==> src/rtl/rpn_operand_datapath_if.sv <==
// Bundle between the RPN control FSM / switch bus and the operand datapath.
// The master drives the strobes and the switch bus, and the slave returns the stored state.
interface rpn_operand_datapath_if #(
  parameter int WIDTH = 16
);
  logic [WIDTH-1:0] DataIn;
  logic             LoadOpA;
  logic             LoadOpB;
  logic             LoadOpCode;
  logic             updateRes;
  logic             ToDisplaySel;
  logic [WIDTH-1:0] OpA;
  logic [WIDTH-1:0] OpB;
  logic [2:0]       OpCode;
  logic [WIDTH-1:0] Result;
  logic [3:0]       Flags;
  logic             ResultValid;
  logic [WIDTH-1:0] DisplayValue;

  modport master (
    output DataIn, LoadOpA, LoadOpB, LoadOpCode, updateRes, ToDisplaySel,
    input  OpA, OpB, OpCode, Result, Flags, ResultValid, DisplayValue
  );

  modport slave (
    input  DataIn, LoadOpA, LoadOpB, LoadOpCode, updateRes, ToDisplaySel,
    output OpA, OpB, OpCode, Result, Flags, ResultValid, DisplayValue
  );
endinterface

==> src/rtl/rpn_operand_datapath.sv <==
// Operand/opcode capture, registered ALU with {N,Z,C,V} flags, and display mux
// for the reverse-polish calculator.
module rpn_operand_datapath #(
  parameter int WIDTH = 16
) (
  input logic                  clk,
  input logic                  reset,
  rpn_operand_datapath_if.slave bus
);

  localparam int SHW = $clog2(WIDTH);

  localparam logic [0:0] IDLE = 1'b0;
  localparam logic [0:0] CALC = 1'b1;

  logic [0:0]       state;
  logic [WIDTH-1:0] opAReg;
  logic [WIDTH-1:0] opBReg;
  logic [2:0]       opCodeReg;
  logic [WIDTH-1:0] resultReg;
  logic [3:0]       flagsReg;
  logic             validReg;
  logic [WIDTH-1:0] displayReg;

  logic             anyStrobe;
  logic             leaveCalc;
  logic [WIDTH:0]   addSum;
  logic [WIDTH:0]   subSum;
  logic [WIDTH:0]   shlWide;
  logic [WIDTH:0]   shrWide;
  logic [SHW-1:0]   shiftAmt;
  logic [WIDTH-1:0] aluRes;
  logic             aluC;
  logic             aluV;

  assign anyStrobe = bus.LoadOpA | bus.LoadOpB | bus.LoadOpCode | bus.updateRes;
  // Any strobe seen while in CALC keeps us there, so the result always reflects the latest operands.
  assign leaveCalc = (state == CALC) && !anyStrobe;

  assign shiftAmt = opBReg[SHW-1:0];
  assign addSum   = {1'b0, opAReg} + {1'b0, opBReg};
  assign subSum   = {1'b0, opAReg} + {1'b0, ~opBReg} + {{WIDTH{1'b0}}, 1'b1};
  // The extra guard bit on each side catches the last bit shifted out, which stays 0 when the amount is 0.
  assign shlWide  = {1'b0, opAReg} << shiftAmt;
  assign shrWide  = {opAReg, 1'b0} >> shiftAmt;

  always_comb begin
    aluRes = opAReg;
    aluC   = 1'b0;
    aluV   = 1'b0;
    case (opCodeReg)
      3'b000: begin
        aluRes = addSum[WIDTH-1:0];
        aluC   = addSum[WIDTH];
        aluV   = (opAReg[WIDTH-1] == opBReg[WIDTH-1]) &&
                 (addSum[WIDTH-1] != opAReg[WIDTH-1]);
      end
      3'b001: begin
        aluRes = subSum[WIDTH-1:0];
        aluC   = subSum[WIDTH];
        aluV   = (opAReg[WIDTH-1] != opBReg[WIDTH-1]) &&
                 (subSum[WIDTH-1] != opAReg[WIDTH-1]);
      end
      3'b010: aluRes = opAReg & opBReg;
      3'b011: aluRes = opAReg | opBReg;
      3'b100: aluRes = opAReg ^ opBReg;
      3'b101: begin
        aluRes = shlWide[WIDTH-1:0];
        aluC   = shlWide[WIDTH];
      end
      3'b110: begin
        aluRes = shrWide[WIDTH:1];
        aluC   = shrWide[0];
      end
      default: aluRes = opAReg;
    endcase
  end

  always_ff @(posedge clk) begin
    if (reset) begin
      state      <= IDLE;
      opAReg     <= '0;
      opBReg     <= '0;
      opCodeReg  <= 3'b000;
      resultReg  <= '0;
      flagsReg   <= 4'b0100;
      validReg   <= 1'b0;
      displayReg <= '0;
    end else begin
      if (bus.LoadOpA)    opAReg    <= bus.DataIn;
      if (bus.LoadOpB)    opBReg    <= bus.DataIn;
      if (bus.LoadOpCode) opCodeReg <= bus.DataIn[2:0];

      case (state)
        IDLE:    if (bus.LoadOpCode || bus.updateRes) state <= CALC;
        CALC:    if (!anyStrobe) state <= IDLE;
        default: state <= IDLE;
      endcase

      if (leaveCalc) begin
        resultReg <= aluRes;
        flagsReg  <= {aluRes[WIDTH-1], (aluRes == '0), aluC, aluV};
        validReg  <= 1'b1;
      end else if (bus.LoadOpA || bus.LoadOpB || bus.LoadOpCode) begin
        validReg  <= 1'b0;
      end

      displayReg <= bus.ToDisplaySel ? resultReg : bus.DataIn;
    end
  end

  assign bus.OpA          = opAReg;
  assign bus.OpB          = opBReg;
  assign bus.OpCode       = opCodeReg;
  assign bus.Result       = resultReg;
  assign bus.Flags        = flagsReg;
  assign bus.ResultValid  = validReg;
  assign bus.DisplayValue = displayReg;

endmodule
==> src/flat_wrapper.sv <==
// flat-port wrapper written by rule: the top's interface ports become plain ports
module rpn_operand_datapath_flat 
#(
  parameter int WIDTH = 16
)
  (clk, reset, bus_DataIn, bus_LoadOpA, bus_LoadOpB, bus_LoadOpCode, bus_updateRes, bus_ToDisplaySel, bus_OpA, bus_OpB, bus_OpCode, bus_Result, bus_Flags, bus_ResultValid, bus_DisplayValue);
  rpn_operand_datapath_if #(.WIDTH(WIDTH)) bus_i ();
  input logic clk;
  input logic reset;
  input wire logic [$bits(bus_i.DataIn)-1:0] bus_DataIn;
  input wire logic [$bits(bus_i.LoadOpA)-1:0] bus_LoadOpA;
  input wire logic [$bits(bus_i.LoadOpB)-1:0] bus_LoadOpB;
  input wire logic [$bits(bus_i.LoadOpCode)-1:0] bus_LoadOpCode;
  input wire logic [$bits(bus_i.updateRes)-1:0] bus_updateRes;
  input wire logic [$bits(bus_i.ToDisplaySel)-1:0] bus_ToDisplaySel;
  output wire logic [$bits(bus_i.OpA)-1:0] bus_OpA;
  output wire logic [$bits(bus_i.OpB)-1:0] bus_OpB;
  output wire logic [$bits(bus_i.OpCode)-1:0] bus_OpCode;
  output wire logic [$bits(bus_i.Result)-1:0] bus_Result;
  output wire logic [$bits(bus_i.Flags)-1:0] bus_Flags;
  output wire logic [$bits(bus_i.ResultValid)-1:0] bus_ResultValid;
  output wire logic [$bits(bus_i.DisplayValue)-1:0] bus_DisplayValue;
  assign bus_i.DataIn = bus_DataIn;
  assign bus_i.LoadOpA = bus_LoadOpA;
  assign bus_i.LoadOpB = bus_LoadOpB;
  assign bus_i.LoadOpCode = bus_LoadOpCode;
  assign bus_i.updateRes = bus_updateRes;
  assign bus_i.ToDisplaySel = bus_ToDisplaySel;
  assign bus_OpA = bus_i.OpA;
  assign bus_OpB = bus_i.OpB;
  assign bus_OpCode = bus_i.OpCode;
  assign bus_Result = bus_i.Result;
  assign bus_Flags = bus_i.Flags;
  assign bus_ResultValid = bus_i.ResultValid;
  assign bus_DisplayValue = bus_i.DisplayValue;
  rpn_operand_datapath #(.WIDTH(WIDTH)) u_core (.clk(clk), .reset(reset), .bus(bus_i));
endmodule
==> config.mk <==
export PLATFORM = sky130hd
export DESIGN_NAME = rpn_operand_datapath_flat
export DESIGN_NICKNAME = d
export VERILOG_FILES = /design/src/rtl/rpn_operand_datapath_if.sv /design/src/rtl/rpn_operand_datapath.sv /design/src/flat_wrapper.sv
export SDC_FILE = /design/constraint.sdc
export NUM_CORES = 1
export LEC_CHECK = 0
export BUFFER_PORTS_ARGS = -buffer_cell sky130_fd_sc_hd__buf_2
export CORE_UTILIZATION = 36
export DETAILED_ROUTE_END_ITERATION = 16
export PLACE_DENSITY = 0.6
export SLEW_MARGIN = 20
export SYNTH_ARGS = -nofsm -noshare
export SYNTH_HDL_FRONTEND = slang
export SYNTH_SLANG_ARGS = --single-unit
==> constraint.sdc <==
create_clock -name clk -period 9.5 [get_ports clk]
set_input_delay 1.425 -clock clk [delete_from_list [all_inputs] [get_ports clk]]
set_output_delay 1.425 -clock clk [all_outputs]
set_load 0.01 [all_outputs]
==> results.cfg, run 1 <==
[status]
outcome = finished, violations left
violations = DRC

[global_route]
grt_busiest_layer = met2
grtUsageTotal_pct = 24.9
grt_use_met1_pct = 34.3
grt_max_degree = 73
grt_pass1_vias = 6092
met3_usage_pct = 4.64
grt_antenna_before_repair = 0
use_met2_pct = 38.0
grt_first_pass_wirelength_um = 35600
grt_overflow_total = 0

[finish]
fin_util_pct = 41.4
final_common_cell = nor2_1
drive_gt1_share_pct = 17.5
fillers = 1864
finalNonFillerCells = 1111
layout_common_cells = nor2_1, buf_2, a21oi_1
diodes = 0
finish.instance_area_mm2 = 0.00744
nets = 953
synthToLayoutAreaGrowth_pct = 12.8

[power]
power_leakage_nw = 3.16
finalPower_mw = 0.951
vdd_drop_max_v = 0.000110
power.density_mw_per_mm2 = 128

[drt]
drt_pass1_iterations = 11
route.detailed.drc = 2
wl_um = 23300
viasPerCell = 5.97
drt_iter0_drc = 658
vias = 6635
routedWlPerCell_um = 20.9
antenna_left = 0

[sta]
fin_ws_ns = 4.40
fin_crit_ns = 5.10
slew-limit-headroom_pct = 32.9
setup_tns_ns = 0
rsz0062_at_grt = no
setup_violations = 0
finalHoldViolCount = 0
final_max_slew_viol_count = 0
fmax_mhz = 196
whs_ns = 0.454
finalCritPeriodShare_pct = 53.7
finalClockSkew_ns = 0.0105
worst_slew_pin_slew_ns = 1.00

[job]
cap_violations = 0

[synthesis]
synth_ff_type = dfxtp_1
syn-num-nets = 902
netlist_area_mm2 = 0.00659
seq_area_frac_synth_pct = 21.9
yosys.area.top_type = dfxtp_1
synth_seq_cells = 72
syn_inst = 826
yosysWarnings = 0
avgSynthCellArea_um2 = 7.98
ys_top_cells_by_area = dfxtp_1, mux2i_1, ha_1
ys_async_sr_fraction_pct = 0
synth_cell_types = 75
yosysTopAreaCellShare_pct = 21.9
synth_enable_flop_cells = 0

[floorplan]
dieArea_mm2 = 0.0189
ios = 95
dieHeight_um = 137
initial_utilization_pct = 36.7
die_x_um = 137
coreArea_mm2 = 0.0180
rows = 49

[placed_design]
io_buffer_count = 94
placed_area_mm2 = 0.00716
dp_hpwl_um = 16600
gp_congestion = 0.897
pre_cts_slack_ns = 4.03
place_inst = 1095

[setup_path]
crit_required_ns = 9.75
r2r_start = u_core.bus.OpB[1]
slowest_delay_ns = 0.71
cp-end-kind = flop
reg2reg_depth = 14
critPathKind = in2reg
reg2reg_to = u_core.bus.Flags[2]
crit_fanout = 23
worstSetupStartpoint = bus_LoadOpB
slowest_stage = nand3_1
cp.arrival_ns = 5.35
crit_chain = buf_2, nor2_1, nand3_1, a2111oi_0, o21ai_0, a21oi_1, nand3_1, or4b_1, or4b_1, or4_1, o31ai_2
endpoint = u_core.bus.Flags[2]
critPathLaunchType = input port
reg2reg_slack_ns = 4.96

[clocking]
clockBufferDepth = 2
postCtsSetupRepairBufs = 0
clk_pin_slew_ns = 0.06
numCtsBuffers = 9
htree_num_levels = 3
hold_buffers = 0
tritoncts = yes
clkSinkCount = 72
cts_resized = 0
cts_root_buf = clkbuf_16
clock_latency_ns = 0.34

[hold_path]
hp-class = reg2reg
worstHoldStart = u_core.bus.Flags[1]
registers in the layout, summed over array words and instances, names as in the netlist:
| name | count |
|---|---|
| u_core.bus.Result | 16 |
| u_core.state | 1 |
| u_core.bus.Flags | 3 |
| u_core.bus.ResultValid | 1 |
| u_core.bus.OpA | 16 |
| u_core.bus.DisplayValue | 16 |
| u_core.bus.OpB | 16 |
| u_core.bus.OpCode | 3 |
how the worst min path moves through the flow:
stage	endpoint	slack, ns	cells past startpoint
detailed placement	u_core.bus.Flags[1]	0.45	2
finish	u_core.bus.Flags[1]	0.45	2
global placement	u_core.bus.Flags[1]	0.45	2
floorplan	u_core.state	0.46	2
CTS	u_core.bus.Flags[1]	0.46	2
global route	u_core.bus.Flags[1]	0.48	2
logic make-up after synthesis:
group,count (synthesis),synth area share (%)
xor+xnor,12,1.59
compound gates,230,23.7
mux,98,18.2
fa+ha+maj,53,10.3
flops,72,21.9
simple gates,242,17.0
buf+inv,119,7.42
cells in the mapped netlist, types with 4 or more instances:
cell type and n:
mux2_4 4, a221oi_1 5, o211ai_1 7, nor4_1 5
o21bai_1 5, mux4_2 15, a211o_1 4, o31ai_1 4
buf_2 7, o21ai_0 17, inv_1 51, a32o_1 4
mux2i_1 72, a31oi_1 15, and2_1 6, ha_1 51
mux2_2 5, a22oi_1 5, o221ai_1 9, nor2_1 99
a21oi_1 76, a211oi_1 15, and3_1 6, nor2b_1 8
a221o_1 4, clkbuf_1 51, xnor2_1 11, o31a_1 5
nand3_1 13, or3_1 5, o22ai_1 7, o22a_1 4
a2111oi_0 4, buf_1 4, a21o_1 11, nor3_1 17
nand2b_1 12, dfxtp_1 72, o21a_1 5, nand2_1 56
critical path, delay by kind of cell:
family | cells | cell delay [ns]
simple gates | 6 | 2.55
buf+inv | 1 | 0.30
compound gates | 4 | 1.08
routing by layer:
| layer | wire length, um | up-vias |
|---|---|---|
| li1 | - | 3096 |
| met1 | 10400 | 3169 |
| met2 | 10300 | 317 |
| met3 | 1670 | 53 |
| met4 | 856 | 0 |
| met5 | 0 | - |
power by group:
part	total (mW)	internal, mW	switching (mW)	leakage, nW
clock network	0.311	0.183	0.128	0.130
logic	0.300	0.118	0.182	2.44
registers	0.340	0.315	0.0247	0.591
total	0.951	0.617	0.334	3.16
area by class of cell:
cell class,instances,area (um^2),share of cell area [%]
multi-input cells,635,4680,62.9
flip-flops and latches,72,1440,19.4
repair buffers,107,568,7.64
well taps,229,287,3.85
clock buffers,13,250,3.36
inverters,52,195,2.62
clock inverters,3,17.5,0.235
Power figures use the tool's default switching activity.
==> run 2, diff against run 1 <==
==> constraint.sdc (replaced) <==
create_clock -name clk -period 4.7 [get_ports clk]
set_input_delay 0.705 -clock clk [delete_from_list [all_inputs] [get_ports clk]]
set_output_delay 0.705 -clock clk [all_outputs]
set_load 0.01 [all_outputs]
==> run 2 against run 1 <==
Against the previous run: the run still ends with DRC left; clock skew about the same; final cell count up 1.9%; critical path depth up 1; flip-flop and latch count unchanged; combinational power up 110%; non-clock buffer count up 22; routed wire length up 3.7%; first-iteration DRC count up 4.3%; worst setup slack worse by 3.9 ns; register-to-register slack worse by 4.4 ns; critical path type is now reg2reg; critical endpoint unchanged; largest power group unchanged.
==> results.cfg, run 2 (same netlist as run 1, synthesis figures left out) <==
[finish]
diodes = 0
layout_common_cells = nor2_1, buf_2, a21oi_1
final_common_cell = nor2_1
fin_util_pct = 42.4
drive_gt1_share_pct = 19.5
finish.instance_area_mm2 = 0.00761
fillers = 1859
synthToLayoutAreaGrowth_pct = 15.4
nets = 975

[status]
violations = DRC
outcome = finished, violations left

[drt]
antenna_left = 0
wl_um = 24100
drt_pass1_iterations = 11
viasPerCell = 6.05
wl_met2_um = 10900
routedWlPerCell_um = 21.3
wl_met1_um = 11000
vias = 6851
top_layer_used = met4
dr_wl_met3_um = 1530
route.detailed.drc = 2
drt_iter0_drc = 686

[setup_path]
slowest_stage = or4b_1
r2r_start = u_core.bus.OpB[3]
crit_fanout = 11
critPathLaunchType = flop
cp-end-kind = flop
worstSetupStartpoint = u_core.bus.OpB[3]
cp.arrival_ns = 4.41
reg2reg_to = u_core.bus.Flags[2]
reg2reg_depth = 12
crit_chain = inv_1, ha_1, nor2b_1, a211oi_1, o31a_1, xnor2_1, nor2_1, o32a_1, or4b_1, or4b_1, or4_1, o31ai_2
reg2reg_slack_ns = 0.54
cpMostUsedCell = or4b_1
crit_required_ns = 4.95
endpoint = u_core.bus.Flags[2]
critPathKind = reg2reg
slowest_delay_ns = 0.61

[global_route]
grt_max_degree = 73
grt_overflow_total = 0
grt_antenna_before_repair = 0
grt_first_pass_wirelength_um = 36900
grt_pass1_vias = 6194
grtUsageTotal_pct = 25.8

[clocking]
htree_num_levels = 3
clkSinkCount = 72
clock_latency_ns = 0.34
hold_buffers = 0
clk_pin_slew_ns = 0.06
clockBufferDepth = 2
numCtsBuffers = 9
cts_resized = 0
tritoncts = yes
postCtsSetupRepairBufs = 0
cts_root_buf = clkbuf_16

[floorplan]
initial_utilization_pct = 36.7
dieHeight_um = 137
dieArea_mm2 = 0.0189
die_x_um = 137
ios = 95
rows = 49
coreArea_mm2 = 0.0180

[power]
power.density_mw_per_mm2 = 257
power_frac_clock_pct = 32.7
power_leakage_nw = 3.27
seqPwrFrac_pct = 34.7
vdd_drop_max_v = 0.000165
p_int_mw = 1.26
p_sw_share_pct = 35.6
share_comb_of_total_power_pct = 32.6
power_switching_mw = 0.696

[sta]
fin_crit_ns = 4.16
rsz0062_at_grt = no
fmax_mhz = 240
finalClockSkew_ns = 0.0105
slew-limit-headroom_pct = 30.6
setup_tns_ns = 0
setup_violations = 0
finalCritPeriodShare_pct = 88.5
worst_slew_pin_slew_ns = 1.04
final_max_slew_viol_count = 0
finalHoldViolCount = 0

[placed_design]
placed_area_mm2 = 0.00734
dp_hpwl_um = 18100
gp_congestion = 0.963
io_buffer_count = 94

[hold_path]
hp-class = reg2reg

[job]
cap_violations = 0
==> run 2: worst min path at each step <==
stage	startpoint	endpoint	cells after the start	slack [ns]
6_report	u_core.bus.Flags[1]	u_core.bus.Flags[1]	2	0.45
5_1_grt	u_core.bus.Result[14]	u_core.bus.Result[14]	2	0.50
4_1_cts	u_core.bus.Flags[1]	u_core.bus.Flags[1]	2	0.45
3_5_place_dp	u_core.bus.Flags[1]	u_core.bus.Flags[1]	2	0.44
3_3_place_gp	u_core.bus.Flags[1]	u_core.bus.Flags[1]	2	0.44
2_1_floorplan	u_core.state	u_core.state	2	0.46
==> run 2: critical path: cells and delay by family (launching register included) <==
kind / cells / cell delay (ns)
buffers and inverters: 1 / 0.14
AO/OA/AOI/OAI: 4 / 1.02
AND/OR/NAND/NOR: 5 / 1.76
flip-flops: 1 / 0.55
adder cells (fa/ha/maj): 1 / 0.45
XOR/XNOR: 1 / 0.15
==> run 2: final cells by class <==
type	instances	area (um^2)	share of cell area [%]
inverters	52	195	2.56
multi-input cells	635	4670	61.3
repair buffers	129	746	9.80
clock buffers	10	239	3.14
well taps	229	287	3.77
flip-flops and latches	72	1440	19.0
clock inverters	5	33.8	0.444
==> run 2: layer usage <==
metal  vias to the layer above  global-route usage (%)
li1                       3143                       -
met1                      3345                    36.3
met2                       319                    41.2
met3                        44                    3.05
met4                         0                    7.63
met5                         -                       0
==> run 2: metrics by stage <==
step	hold slack, ns	setup WS [ns]	instances	power, mW
after floorplan	0.463	0.448	826	1.11
after global placement	0.442	0.683	1117	1.31
after detailed placement	0.445	0.628	1117	1.31
after CTS	0.453	0.588	1132	1.95
after global routing	0.499	0.319	1132	2.04
final	0.453	0.542	1132	1.95
==> run 2: power by group through the flow <==
| stage | clock network, mW | registers, mW | logic (mW) |
|---|---|---|---|
| floorplan | 0 | 0.689 | 0.420 |
| global placement | 0 | 0.689 | 0.621 |
| detailed placement | 0 | 0.690 | 0.620 |
| CTS | 0.650 | 0.676 | 0.623 |
| global route | 0.672 | 0.681 | 0.685 |
| finish | 0.639 | 0.677 | 0.637 |
